===== src/rtl/alu_arbiter.sv =====
// Two-requester round-robin front end for one shared combinational ALU.
// One operation is in flight at a time: IDLE (grant) -> EXEC (sample ALU) -> RESP (hold until taken).
module alu_arbiter #(
    parameter int DATA_W = 32,
    parameter int CNT_W  = 16
) (
    input  logic              clk,
    input  logic              rst,
    input  logic [1:0]        req_valid,
    output logic [1:0]        req_ready,
    input  logic [4:0]        req_op0,
    input  logic [4:0]        req_op1,
    input  logic [DATA_W-1:0] req_a0,
    input  logic [DATA_W-1:0] req_b0,
    input  logic [DATA_W-1:0] req_a1,
    input  logic [DATA_W-1:0] req_b1,
    output logic [4:0]        alu_op_o,
    output logic [DATA_W-1:0] alu_a_o,
    output logic [DATA_W-1:0] alu_b_o,
    input  logic [DATA_W-1:0] alu_result_i,
    output logic [1:0]        rsp_valid,
    input  logic [1:0]        rsp_ready,
    output logic [DATA_W-1:0] rsp_data,
    output logic              rsp_err,
    output logic              busy,
    output logic [CNT_W-1:0]  op_count,
    output logic [1:0]        fsm_state
);

    // Handshakes: a transfer happens on a rising edge where valid and ready are both high.
    // req_ready is only ever high in IDLE; rsp_valid is only ever high in RESP, on the winner's bit.
    typedef enum logic [1:0] {
        IDLE = 2'd0,
        EXEC = 2'd1,
        RESP = 2'd2
    } state_t;

    state_t              state;
    state_t              state_next;
    logic                last_grant;
    logic                winner;
    logic                grant_id;
    logic                accept;
    logic                rsp_done;
    logic [4:0]          lat_op;
    logic [DATA_W-1:0]   lat_a;
    logic [DATA_W-1:0]   lat_b;

    assign alu_op_o  = lat_op;
    assign alu_a_o   = lat_a;
    assign alu_b_o   = lat_b;
    assign busy      = (state != IDLE);
    assign fsm_state = state;

    always_comb begin
        state_next = state;
        req_ready  = 2'b00;
        rsp_valid  = 2'b00;
        grant_id   = 1'b0;
        accept     = 1'b0;
        rsp_done   = 1'b0;
        case (state)
            IDLE: begin
                if (req_valid != 2'b00) begin
                    // On contention the requester not served last wins.
                    grant_id            = (req_valid == 2'b11) ? ~last_grant : req_valid[1];
                    req_ready[grant_id] = 1'b1;
                    accept              = 1'b1;
                    state_next          = EXEC;
                end
            end
            EXEC: begin
                state_next = RESP;
            end
            RESP: begin
                rsp_valid[winner] = 1'b1;
                if (rsp_ready[winner]) begin
                    rsp_done   = 1'b1;
                    state_next = IDLE;
                end
            end
            default: begin
                state_next = IDLE;
            end
        endcase
    end

    always_ff @(posedge clk) begin
        if (rst) begin
            state      <= IDLE;
            last_grant <= 1'b1;
            winner     <= 1'b0;
            lat_op     <= '0;
            lat_a      <= '0;
            lat_b      <= '0;
            rsp_data   <= '0;
            rsp_err    <= 1'b0;
            op_count   <= '0;
        end else begin
            state <= state_next;
            if (accept) begin
                winner <= grant_id;
                lat_op <= grant_id ? req_op1 : req_op0;
                lat_a  <= grant_id ? req_a1  : req_a0;
                lat_b  <= grant_id ? req_b1  : req_b0;
            end
            if (state == EXEC) begin
                // Codes above 16 have no ALU meaning; report an error with zero data.
                if (lat_op > 5'd16) begin
                    rsp_data <= '0;
                    rsp_err  <= 1'b1;
                end else begin
                    rsp_data <= alu_result_i;
                    rsp_err  <= 1'b0;
                end
            end
            if (rsp_done) begin
                last_grant <= winner;
                op_count   <= op_count + 1'b1;
            end
        end
    end

endmodule


===== config.mk =====
export PLATFORM = sky130hd
export DESIGN_NAME = alu_arbiter
export DESIGN_NICKNAME = d
export VERILOG_FILES = /design/src/rtl/alu_arbiter.sv
export SDC_FILE = /design/constraint.sdc
export NUM_CORES = 1
export LEC_CHECK = 0
export CELL_PAD_IN_SITES_DETAIL_PLACEMENT = 0
export CELL_PAD_IN_SITES_GLOBAL_PLACEMENT = 1
export CORE_MARGIN = 8
export CORE_UTILIZATION = 26
export CTS_CLUSTER_DIAMETER = 150
export CTS_CLUSTER_SIZE = 25
export DETAILED_ROUTE_END_ITERATION = 7
export PLACE_DENSITY = 0.8
export SKIP_LAST_GASP = 1
export SLEW_MARGIN = 25
export SYNTH_ARGS = -nofsm -noshare
export SYNTH_HDL_FRONTEND = slang
export SYNTH_SLANG_ARGS = --single-unit
export TNS_END_PERCENT = 1

===== constraint.sdc =====
create_clock -name clk -period 1.9 [get_ports clk]
set_clock_uncertainty 0.1 [all_clocks]
set_input_delay 0.38 -clock clk [delete_from_list [all_inputs] [get_ports clk]]
set_output_delay 0.38 -clock clk [all_outputs]
set_load 0.005 [all_outputs]

==> key figures <==
Layout
  • Most frequent cells in the layout: 294 x clkdlybuf4s50_1, 119 x dfxtp_1, 100 x nand2_1
  • Commonest non-fill, non-tap cell in the layout: clkdlybuf4s50_1
  • Non-Filler Instances: 1191
  • # diodes: 0
  • Sequential Area: 2450 µm²
  • Final Cell Area: 9240 µm²
  • Nets: 1090
  • Multi-input gate area: 2430 µm²
  • Fillers: 1882
  • Area growth from synthesis to layout: 82.5%
  • Fraction of layout cells with a size suffix above 1: 0.100

Route
  • Vias per inst: 4.68
  • Vias: 5575
  • Initial drt markers: 235
  • # DRC: 0
  • Metal1 wirelength: 8780 µm
  • WL met3: 1660 µm
  • Pre-antenna DRT Iters: 5
  • Antenna viol nets, final: 0
  • Wire length on met2: 9920 µm
  • DR top layer: met4
  • Aggregate routed wire length: 20600 µm
  • WL/cell: 17.3 µm

Worst setup path
  • R2r startpoint: op_count[6]$_SDFFE_PP0P_
  • Cells on worst reg2reg path: 5
  • WS Path Type: reg2out
  • WP data required: 1420 ps
  • CP endpoint kind: output port
  • Worst EP arrival: 1420 ps
  • CP max FO: 4
  • CP startpoint kind: register
  • Reg2reg end: op_count[11]$_SDFFE_PP0P_
  • Flop-to-flop setup slack: approximately 60 ps

Status
  • Status: finished, final reports clean

Clock network
  • Total CTS buffers: 17
  • CTS root buf: clkbuf_16
  • Clock-pin slew on the worst setup and hold paths: 60 ps
  • Clk_lat worst skew: 400 ps
  • CTS tree: built
  • CTS hold repair buffers: 0
  • CTS sink cnt: 122
  • Htree depth: 4
  • Clock Path Buffers: 2

Worst hold path
  • Hold Crit Class: in2reg
  • Worst Hold Path EP: alu_a_o[13]$_SDFFE_PP0P_
  • Hold path startpoint: rst
  • Hold Crit Depth: 3

Floorplanning
  • CORE AREA: approximately 19000 µm²
  • Die width: 156 µm
  • Num rows: 51
  • Die Area: 24200 µm²
  • Die height: 156 µm
  • Ports: 301
  • Initial Util: 0.263

Global route
  • Antenna violations before repair: 0
  • Gr ovfl total: 0
  • Maximum number of pins on one net before global-route repair: 56
  • Tot GR Track Use: 0.167
  • Vias in the first global route: between 5000 and 6000
  • First-pass GRT wire length: 31900 µm

STA
  • Period utilization: 0.998
  • RSZ-0062 raised after global routing: true
  • Final hold violation count: 0
  • Tightest Pin Transition: roughly 320 ps
  • Pins over their slew limit: 0
  • Worst relative slew slack: 0.786
  • Final setup viols: 0
  • Tmin final: approximately 1900 ps
  • Maximum clock rate: approximately 530 MHz

Logic synthesis
  • Sequential-to-total area share from yosys stat: 0.483
  • Synth Cell Area: 5060 µm²
  • Post-synthesis cell type count: 37
  • #FFs+latches synth: 122
  • Net Count, Synth: about 790
  • Yosys warnings: 0
  • Synth Area per Inst: between 8 and 9 µm²
  • Cells after Synth: 611

Place
  • # port buffers: 300
  • Inst Count DP: 1158
  • Area post-placement: 8610 µm²
  • Final Wtd Congestion: 0.805
  • Final HPWL DP: 14900 µm

Pwr
  • VDD IR max: between 0.5 and 0.6 mV
  • PD cells: 867 nW/µm²
  • Leak: 3.33 nW

Job
  • Max-cap viol count: 0
==> routing by layer <==
metal,GRT usage,up-vias
li1,-,2791
met2,0.272,203
met4,0.0518,0
met1,0.203,2570
met3,0.0602,11
met5,0,-
==> synthesized netlist by cell type, drive strengths merged <==
cell type / count / area, µm²
dfxtp: 122 / 2440
nand2: 100 / 375
nor2: 70 / 263
a21oi: 56 / 280
clkbuf: 49 / 184
nor3b: 46 / 345
o22ai: 46 / 288
a22oi: 32 / 240
a311oi: 23 / 201
buf: 9 / 41.3
nand3: 7 / 35.0
or4: 6 / 45.0
o31ai: 5 / 37.5
xor2: 5 / 43.8
inv: 4 / 15.0
nand2b: 3 / 18.8
nand4: 3 / 18.8
o21ai: 3 / 15.0
or3: 3 / 18.8
xnor2: 3 / 26.3
and3: 2 / 12.5
nor2b: 2 / 12.5
nor3: 2 / 10.0
a221o: 1 / 10.0
and2: 1 / 7.51
and4: 1 / 8.76
and4b: 1 / 10.0
ha: 1 / 12.5
mux2: 1 / 11.3
mux2i: 1 / 10.0
nor4: 1 / 6.26
nor4b: 1 / 8.76
or2: 1 / 6.26
==> where the power goes <==
part	total (mW)	internal, mW	switching (mW)
clock network	3.24	1.96	1.28
logic	1.86	1.08	0.784
registers	2.91	2.79	0.122
==> cell type report <==
class,count,share of cell area
Clock buffer,17,0.0460
Clock inverter,15,0.0180
Inverter,4,0.00217
Multi-Input combinational cell,427,0.263
Sequential cell,122,0.265
Tap cell,265,0.0359
Timing Repair Buffer,341,0.370
==> worst max-delay path by stage <==
stage               slack (ps)                      start                        end
floorplan                  100  fsm_state[0]$_SDFFE_PP0P_  op_count[15]$_SDFFE_PP0P_
global placement          -350               rsp_ready[1]  op_count[15]$_SDFFE_PP0P_
detailed placement        -380               rsp_ready[1]  op_count[15]$_SDFFE_PP0P_
CTS                        -50  fsm_state[0]$_SDFFE_PP0P_               req_ready[1]
global route               -60  fsm_state[0]$_SDFFE_PP0P_               req_ready[1]
finish                       3  fsm_state[0]$_SDFFE_PP0P_               fsm_state[0]
==> what timing repair did <==
item,4_1_cts,5_1_grt
setup buffers,0,1
pin swaps,0,1
setup endpoints to repair,7,20
resized for setup,20,7
hold endpoints to repair,0,0
cloned,0,0
==> cells by family after synthesis <==
kind of cell / share of synthesized area
buffers and inverters: 0.0475
adders and majority gates: 0.00247
AOI/OAI and AO/OA: 0.212
xor gates and xnor gates: 0.0138
and+or+nand+nor: 0.238
muxes: 0.00420
DFF: 0.483
==> per-stage QoR <==
| step | TNS (ps) | utilization | power [mW] | hold slack, ps | setup WS, ps |
|---|---|---|---|---|---|
| after floorplan | 0 | - | 3.65 | 353 | 104 |
| after global routing | -445 | 0.479 | 8.43 | 332 | -59.7 |
| final | 0 | 0.479 | 8.01 | 333 | 2.88 |
| after CTS | -209 | 0.479 | 8.14 | 320 | -53.5 |
| after detailed placement | -7780 | 0.447 | 4.83 | 346 | -375 |
| after global placement | -5930 | 0.447 | 4.82 | 341 | -346 |
==> flip-flops by register name (all words and copies together), names as in the netlist <==
name	cells
alu_a_o	32
alu_b_o	32
rsp_data	32
op_count	16
alu_op_o	5
fsm_state	2
last_grant	1
rsp_err	1
winner	1
==> worst max-delay path, cell delays in order (launching register included) <==
cell	delay, ps
dfxtp_2	370
buf_4	120
clkdlybuf4s50_1	520
(Power assumes the default switching activity.)
